--- src/rtl/cfu_mac_pipe_if.sv ---
// CFU command/response port for cfu_mac_pipe.
// The CPU side is the master: it offers commands and takes responses.
// The function unit is the slave: it accepts commands and returns one response per command.
interface cfu_mac_pipe_if;
   logic        cmd_valid;
   logic        cmd_ready;
   logic [9:0]  cmd_payload_function_id;
   logic [31:0] cmd_payload_inputs_0;
   logic [31:0] cmd_payload_inputs_1;
   logic        rsp_valid;
   logic        rsp_ready;
   logic [31:0] rsp_payload_outputs_0;

   modport master (
      output cmd_valid,
      output cmd_payload_function_id,
      output cmd_payload_inputs_0,
      output cmd_payload_inputs_1,
      output rsp_ready,
      input  cmd_ready,
      input  rsp_valid,
      input  rsp_payload_outputs_0
   );

   modport slave (
      input  cmd_valid,
      input  cmd_payload_function_id,
      input  cmd_payload_inputs_0,
      input  cmd_payload_inputs_1,
      input  rsp_ready,
      output cmd_ready,
      output rsp_valid,
      output rsp_payload_outputs_0
   );
endinterface

--- src/rtl/cfu_mac_pipe.sv ---
// Pipelined 4-lane int8 SIMD MAC function unit with a bank of selectable
// 32-bit accumulators. S1 holds the lane products and the resolved command;
// S2 is the response register, and the accumulator bank is written on the
// S1->S2 transfer so back-to-back commands chain without hazards.
module cfu_mac_pipe #(
   parameter int NUM_ACC = 4,
   parameter bit SAT     = 1'b0
) (
   input  logic          clk,
   input  logic          reset,
   cfu_mac_pipe_if.slave bus
);

   localparam int IDX_W = (NUM_ACC > 1) ? $clog2(NUM_ACC) : 1;

   // Internal command classes carried through S1
   localparam logic [2:0] OP_MAC  = 3'd0;
   localparam logic [2:0] OP_SET  = 3'd1;
   localparam logic [2:0] OP_SEL  = 3'd2;
   localparam logic [2:0] OP_LOAD = 3'd3;
   localparam logic [2:0] OP_NOP  = 3'd4;

   // Architectural state
   logic signed [15:0] in_off;
   logic signed [15:0] flt_off;
   logic [IDX_W-1:0]   sel;
   logic [31:0]        acc [NUM_ACC];

   // Stage 1 registers
   logic               s1_valid;
   logic [2:0]         s1_op;
   logic [IDX_W-1:0]   s1_idx;
   logic [31:0]        s1_b;
   logic signed [33:0] s1_prod [4];

   // Stage 2 (response) registers
   logic               rsp_valid;
   logic [31:0]        rsp_data;

   // Handshake and datapath nets
   logic               s2_adv;
   logic               s1_adv;
   logic               cmd_ready;
   logic               accept;
   logic               s2_load;
   logic [6:0]         opcode;
   logic [2:0]         cmd_op;
   logic [IDX_W-1:0]   cmd_idx;
   logic signed [16:0] a_term [4];
   logic signed [16:0] b_term [4];
   logic signed [33:0] lane_prod [4];
   logic signed [35:0] lane_sum;
   logic signed [36:0] wide_sum;
   logic [31:0]        acc_cur;
   logic [31:0]        mac_result;
   logic [31:0]        s2_result;
   logic               unused_fid;

   // The low function_id bits carry no meaning for this unit
   assign unused_fid = ^bus.cmd_payload_function_id[2:0];

   // Pipeline flow control: S2 moves when empty or drained, S1 moves with S2
   assign s2_adv    = !rsp_valid || bus.rsp_ready;
   assign s1_adv    = s2_adv;
   assign cmd_ready = !s1_valid || s1_adv;
   assign accept    = bus.cmd_valid && cmd_ready;
   assign s2_load   = s1_valid && s2_adv;

   assign bus.cmd_ready             = cmd_ready;
   assign bus.rsp_valid             = rsp_valid;
   assign bus.rsp_payload_outputs_0 = rsp_data;

   // Decode the 7-bit opcode into the internal command class
   always_comb begin
      opcode = bus.cmd_payload_function_id[9:3];
      case (opcode)
         7'd0:    cmd_op = OP_MAC;
         7'd1:    cmd_op = OP_SET;
         7'd2:    cmd_op = OP_SEL;
         7'd3:    cmd_op = OP_LOAD;
         default: cmd_op = OP_NOP;
      endcase
   end

   // Resolve the target accumulator at accept so S1 never looks back at sel
   always_comb begin
      cmd_idx = sel;
      if (cmd_op == OP_SEL || cmd_op == OP_LOAD) begin
         cmd_idx = bus.cmd_payload_inputs_0[IDX_W-1:0];
      end
      if (NUM_ACC == 1) begin
         cmd_idx = '0;
      end
   end

   // Offset the int8 lanes and form full-precision signed lane products
   always_comb begin
      for (int i = 0; i < 4; i++) begin
         a_term[i] = {{9{bus.cmd_payload_inputs_0[8*i+7]}}, bus.cmd_payload_inputs_0[8*i +: 8]}
                     + {in_off[15], in_off};
         b_term[i] = {{9{bus.cmd_payload_inputs_1[8*i+7]}}, bus.cmd_payload_inputs_1[8*i +: 8]}
                     + {flt_off[15], flt_off};
         lane_prod[i] = $signed({{17{a_term[i][16]}}, a_term[i]})
                        * $signed({{17{b_term[i][16]}}, b_term[i]});
      end
   end

   // Offsets and selection take effect at accept so the next command sees them
   always_ff @(posedge clk) begin
      if (reset) begin
         in_off  <= '0;
         flt_off <= '0;
         sel     <= '0;
      end else if (accept) begin
         if (cmd_op == OP_SET) begin
            in_off  <= bus.cmd_payload_inputs_0[15:0];
            flt_off <= bus.cmd_payload_inputs_1[15:0];
         end
         if (cmd_op == OP_SEL) begin
            sel <= cmd_idx;
         end
      end
   end

   // Stage 1 captures the products and resolved command, holding while S2 stalls
   always_ff @(posedge clk) begin
      if (reset) begin
         s1_valid <= 1'b0;
         s1_op    <= OP_NOP;
         s1_idx   <= '0;
         s1_b     <= '0;
         for (int i = 0; i < 4; i++) begin
            s1_prod[i] <= '0;
         end
      end else if (cmd_ready) begin
         s1_valid <= bus.cmd_valid;
         if (bus.cmd_valid) begin
            s1_op  <= cmd_op;
            s1_idx <= cmd_idx;
            s1_b   <= bus.cmd_payload_inputs_1;
            for (int i = 0; i < 4; i++) begin
               s1_prod[i] <= lane_prod[i];
            end
         end
      end
   end

   // Reduce the lanes and add to the live accumulator, wrapping or clamping
   always_comb begin
      lane_sum = '0;
      for (int i = 0; i < 4; i++) begin
         lane_sum = lane_sum + {{2{s1_prod[i][33]}}, s1_prod[i]};
      end
      acc_cur  = acc[s1_idx];
      wide_sum = {{5{acc_cur[31]}}, acc_cur} + {lane_sum[35], lane_sum};
      if (SAT && (wide_sum[36:31] != {6{wide_sum[31]}})) begin
         mac_result = wide_sum[36] ? 32'h8000_0000 : 32'h7FFF_FFFF;
      end else begin
         mac_result = wide_sum[31:0];
      end
   end

   // Pick the response value for the command leaving S1
   always_comb begin
      case (s1_op)
         OP_MAC:  s2_result = mac_result;
         OP_SEL:  s2_result = acc_cur;
         OP_LOAD: s2_result = acc_cur;
         default: s2_result = '0;
      endcase
   end

   // Accumulator bank is written in command order on the S1->S2 transfer
   always_ff @(posedge clk) begin
      if (reset) begin
         for (int i = 0; i < NUM_ACC; i++) begin
            acc[i] <= '0;
         end
      end else if (s2_load) begin
         case (s1_op)
            OP_SET: begin
               for (int i = 0; i < NUM_ACC; i++) begin
                  acc[i] <= '0;
               end
            end
            OP_MAC:  acc[s1_idx] <= mac_result;
            OP_LOAD: acc[s1_idx] <= s1_b;
            default: ;
         endcase
      end
   end

   // Response register holds its payload until the CPU takes it
   always_ff @(posedge clk) begin
      if (reset) begin
         rsp_valid <= 1'b0;
         rsp_data  <= '0;
      end else if (s2_adv) begin
         rsp_valid <= s1_valid;
         if (s1_valid) begin
            rsp_data <= s2_result;
         end
      end
   end

endmodule

--- src/flat_wrapper.sv ---
// flat-port wrapper written by rule: the top's interface ports become plain ports
module cfu_mac_pipe_flat 
#(
   parameter int NUM_ACC = 4,
   parameter bit SAT     = 1'b0
)
  (clk, reset, bus_cmd_valid, bus_cmd_payload_function_id, bus_cmd_payload_inputs_0, bus_cmd_payload_inputs_1, bus_rsp_ready, bus_cmd_ready, bus_rsp_valid, bus_rsp_payload_outputs_0);
  cfu_mac_pipe_if bus_i ();
  input  logic clk;
  input  logic reset;
  input wire logic [$bits(bus_i.cmd_valid)-1:0] bus_cmd_valid;
  input wire logic [$bits(bus_i.cmd_payload_function_id)-1:0] bus_cmd_payload_function_id;
  input wire logic [$bits(bus_i.cmd_payload_inputs_0)-1:0] bus_cmd_payload_inputs_0;
  input wire logic [$bits(bus_i.cmd_payload_inputs_1)-1:0] bus_cmd_payload_inputs_1;
  input wire logic [$bits(bus_i.rsp_ready)-1:0] bus_rsp_ready;
  output wire logic [$bits(bus_i.cmd_ready)-1:0] bus_cmd_ready;
  output wire logic [$bits(bus_i.rsp_valid)-1:0] bus_rsp_valid;
  output wire logic [$bits(bus_i.rsp_payload_outputs_0)-1:0] bus_rsp_payload_outputs_0;
  assign bus_i.cmd_valid = bus_cmd_valid;
  assign bus_i.cmd_payload_function_id = bus_cmd_payload_function_id;
  assign bus_i.cmd_payload_inputs_0 = bus_cmd_payload_inputs_0;
  assign bus_i.cmd_payload_inputs_1 = bus_cmd_payload_inputs_1;
  assign bus_i.rsp_ready = bus_rsp_ready;
  assign bus_cmd_ready = bus_i.cmd_ready;
  assign bus_rsp_valid = bus_i.rsp_valid;
  assign bus_rsp_payload_outputs_0 = bus_i.rsp_payload_outputs_0;
  cfu_mac_pipe #(.NUM_ACC(NUM_ACC), .SAT(SAT)) u_core (.clk(clk), .reset(reset), .bus(bus_i));
endmodule
--- config.mk ---
export PLATFORM = sky130hd
export DESIGN_NAME = cfu_mac_pipe_flat
export DESIGN_NICKNAME = d
export VERILOG_FILES = /design/src/rtl/cfu_mac_pipe_if.sv /design/src/rtl/cfu_mac_pipe.sv /design/src/flat_wrapper.sv
export SDC_FILE = /design/constraint.sdc
export NUM_CORES = 2
export LEC_CHECK = 0
export ABC_CLOCK_PERIOD_IN_PS = 11300
export BUFFER_PORTS_ARGS = -buffer_cell sky130_fd_sc_hd__buf_2
export CORE_AREA = 3 3 330 332
export DETAILED_ROUTE_END_ITERATION = 8
export DIE_AREA = 0 0 333 335
export GPL_TIMING_DRIVEN = 0
export PLACE_DENSITY = 0.8
export SETUP_SLACK_MARGIN = 0.15
export SYNTH_ARGS = -nofsm -noshare
export SYNTH_HDL_FRONTEND = slang
export SYNTH_SLANG_ARGS = --single-unit
--- constraint.sdc ---
create_clock -name clk -period 11.3 [get_ports clk]
set_clock_uncertainty 0.1 [all_clocks]
set_input_delay 2.26 -clock clk [delete_from_list [all_inputs] [get_ports clk]]
set_output_delay 2.26 -clock clk [all_outputs]
set_load 0.05 [all_outputs]
==> flow_summary.ini <==
[status]
outcome = finished with violations
violations = capacitance limit, slew limit

[placed_design]
dpl_cell_area_sq_um = 66100
dp.cells = 8260
hpwl_um = 162000
place_congestion = 1.02
port_buffers = 108

[sta]
setup_violations = 0
finalHoldViolCount = 0
tightest_slew_ns = 1.58
fmax_mhz = 91.2
setup_tns_ns = 0
slew_viol_final = 20
rsz0062_at_grt = yes
relSlewSlack = -0.0582
finalCritPeriodShare = 0.971
period_minus_slack_ns = 10.97

[layout]
layout-drive-gt1-share = 0.0596
fin_cells = 8366
finish.utilization = 0.643
areaGrowthSynthToFinish_pct = 7.67
nets = 8713
stdcell_area_sq_um = 68500

[routing]
vias = 50000
drt-wirelength-per-cell_um = 23.9
ant_nets = 0
wl_um = 200000
avgViaCountPerCell = 5.97
remaining_drc_errors = 0
drt-initial-drc-count = 5562
first_pass_iters = 6

[setup_path]
cp.arrival_ns = 11.17
r2r_cells = 32
start_kind = input port
endpoint_kind = flop
reg2reg_slack_ns = 0.93
rr_endpoint = u_core.s1_prod[2][30]
cpMaxStageDelayCell = fa_1
r2r-start = u_core.in_off[1]
crit_top_cell = fa_1
slowest_delay_ns = 0.58
crit_fanout = 10
cp.required_ns = 11.50
criticalPathCategory = in -> reg

[logic_synthesis]
synth_seq_area_share = 0.154
synth_edf_count = 256
yosysTopAreaCell = fa_1
synthCells = 6746
synth_nets = 8540
syn_area_sq_um = 63700
synthDistinctLibCells = 75
ys_ff_latch = 363
synthFlopType = edfxtp_1
synth_area_leaders = fa_1, edfxtp_1, ha_1
async_reset_ff_frac = 0
synth_top_area_frac = 0.386
synth_area_per_cell_sq_um = 9.44
yosysWarningCount = 0

[flow_run]
max-cap-violations = 3

[clock_tree]
cts_tree = built
htreeDepth = 2
cts_root_buf = clkbuf_16
clock-sinks = 363
cts_buffer_depth = 3
clk_latency_ns = 0.56
clk_pin_slew_ns = 0.07
cts_buffers = 37

[hold_path]
whs_path_depth = 2
whs_endpoint = u_core.s1_b[16]
hold_start = u_core.s1_b[16]
hold_path.class = reg -> reg

[floorplan]
design.portCount = 112
row_count = 120
die_w_um = 333
die_y_um = 335
die_area_sq_um = 112000
coreArea_sq_um = 107000
start_util = 0.597

[global_route]
grt_max_degree = 54
track_usage = 0.360
grt_pass1_wl_um = 301000
grt_pass1_vias = 51400
antenna_found_initial = 16
overflow = 0
-- routing by layer --
layer / wire length (um) / track usage / share of wire
met5: 25 / 0 / 0.00013
met4: 11900 / 0.171 / 0.060
met3: 25700 / 0.0941 / 0.13
met1: 74000 / 0.480 / 0.37
met2: 88000 / 0.552 / 0.44
-- state kept, by name (all words and copies together), names as in the netlist, named ones only --
| register | cells |
|---|---|
| u_core.bus.rsp_valid | 1 |
| u_core.s1_prod | 128 |
| u_core.flt_off | 16 |
| u_core.s1_b | 32 |
| u_core.acc | 128 |
| u_core.in_off | 16 |
| u_core.bus.rsp_payload_outputs_0 | 32 |
| u_core.s1_idx | 2 |
| u_core.s1_valid | 1 |
| u_core.sel | 2 |
| u_core.s1_op | 3 |
-- cells in the final DEF, fill, tap and decap left out, types with 31 or more instances in the layout --
| cell | netlist | routed |
|---|---|---|
| xnor2_2 | 0 | 34 |
| mux4_2 | 32 | 32 |
| clkbuf_2 | 0 | 31 |
| nand3_1 | 45 | 45 |
| nor2_1 | 727 | 726 |
| ha_1 | 488 | 486 |
| edfxtp_1 | 256 | 256 |
| o21a_1 | 39 | 39 |
| xnor2_1 | 218 | 171 |
| xor2_1 | 108 | 94 |
| a211oi_1 | 36 | 33 |
| o21ai_0 | 120 | 113 |
| nand2b_1 | 70 | 69 |
| and2_1 | 160 | 160 |
| nor2b_1 | 98 | 97 |
| a21oi_1 | 228 | 218 |
| a21o_1 | 81 | 81 |
| dfxtp_1 | 107 | 107 |
| buf_2 | 0 | 110 |
| fa_1 | 1228 | 1228 |
| clkbuf_16 | 0 | 40 |
| nor3_1 | 85 | 84 |
| clkbuf_1 | 179 | 141 |
| nand2_1 | 813 | 809 |
| inv_1 | 1295 | 1295 |
-- worst max path at each step --
stage,endpoint,slack (ns),start,cells after the start
2_1_floorplan,u_core.s1_prod[3][31],0.66,bus_cmd_payload_inputs_0[24],35
3_5_place_dp,u_core.s1_prod[3][31],-1.29,bus_cmd_payload_inputs_0[24],36
5_1_grt,u_core.s1_prod[1][31],0.02,bus_cmd_payload_inputs_0[9],35
6_report,u_core.s1_prod[0][31],0.33,bus_cmd_payload_inputs_0[0],34
3_3_place_gp,u_core.s1_prod[1][31],-1.17,bus_cmd_payload_inputs_0[8],38
4_1_cts,u_core.s1_prod[3][31],0.13,bus_cmd_payload_inputs_0[24],36
-- cell type report --
type                            instances  area (sq um)
Inverter                             1298          4870
Clock buffer                           52          1110
Clock inverter                         16           191
Sequential cell                       363          9830
Multi-Input combinational cell       4893         49200
Buffer                                191           811
Tap cell                             1403          1760
Timing Repair Buffer                  135           783
Fill cell                            8610         38100
Antenna cell                           15          37.5
-- cells by family (layout without fill, tap and decap cells) --
logic type	Yosys count	in the layout	share of synthesized area
and+or+nand+nor	2088	2088	0.143
adders and majority gates	1716	1716	0.482
buffers and inverters	1490	1692	0.0879
AOI/OAI and AO/OA	703	703	0.0723
DFF	363	363	0.154
xor gates and xnor gates	326	326	0.0449
muxes	60	60	0.0157
other	0	15	0
-- Yosys cell counts, types with 8 or more instances --
library cell	count
nor2_1	727
o21ai_0	120
a211oi_1	36
o211ai_1	18
mux2i_1	28
o41ai_1	10
a31oi_1	20
a21o_1	81
edfxtp_1	256
nand4_1	12
xnor2_1	218
nand3_1	45
mux4_2	32
nand2b_1	70
o21bai_1	29
buf_1	13
and3_1	22
o21a_1	39
inv_1	1295
a31o_2	8
nor3_1	85
dfxtp_1	107
or3_1	18
a22oi_1	8
a221oi_1	21
nand2_1	813
xor2_1	108
ha_1	488
a21oi_1	228
or2_2	16
and2_1	160
fa_1	1228
nor2b_1	98
clkbuf_1	179
-- through the flow --
| step | worst slack, ns | hold WS [ns] |
|---|---|---|
| 2_1_floorplan | 0.661 | 0.331 |
| 3_3_place_gp | -1.17 | 0.341 |
| 3_5_place_dp | -1.29 | 0.346 |
| 4_1_cts | 0.134 | 0.355 |
| 5_1_grt | 0.0152 | 0.366 |
| 6_report | 0.330 | 0.356 |
-- worst max-delay path, delay by kind of cell --
family	cells	cell delay (ns)
AOI/OAI and AO/OA	9	2.20
xor gates and xnor gates	4	0.88
adders and majority gates	9	4.16
buffers and inverters	6	0.88
and+or+nand+nor	6	0.77
-- timing repair --
action,in CTS,in global routing
resized for setup,79,147
pin swaps,6,17
setup buffers,4,20
endpoints found under the setup margin,42,32
hold buffers,0,0
Power is not shown: default switching activity piles up to over one toggle a cycle in this logic, so the estimate is an artifact.
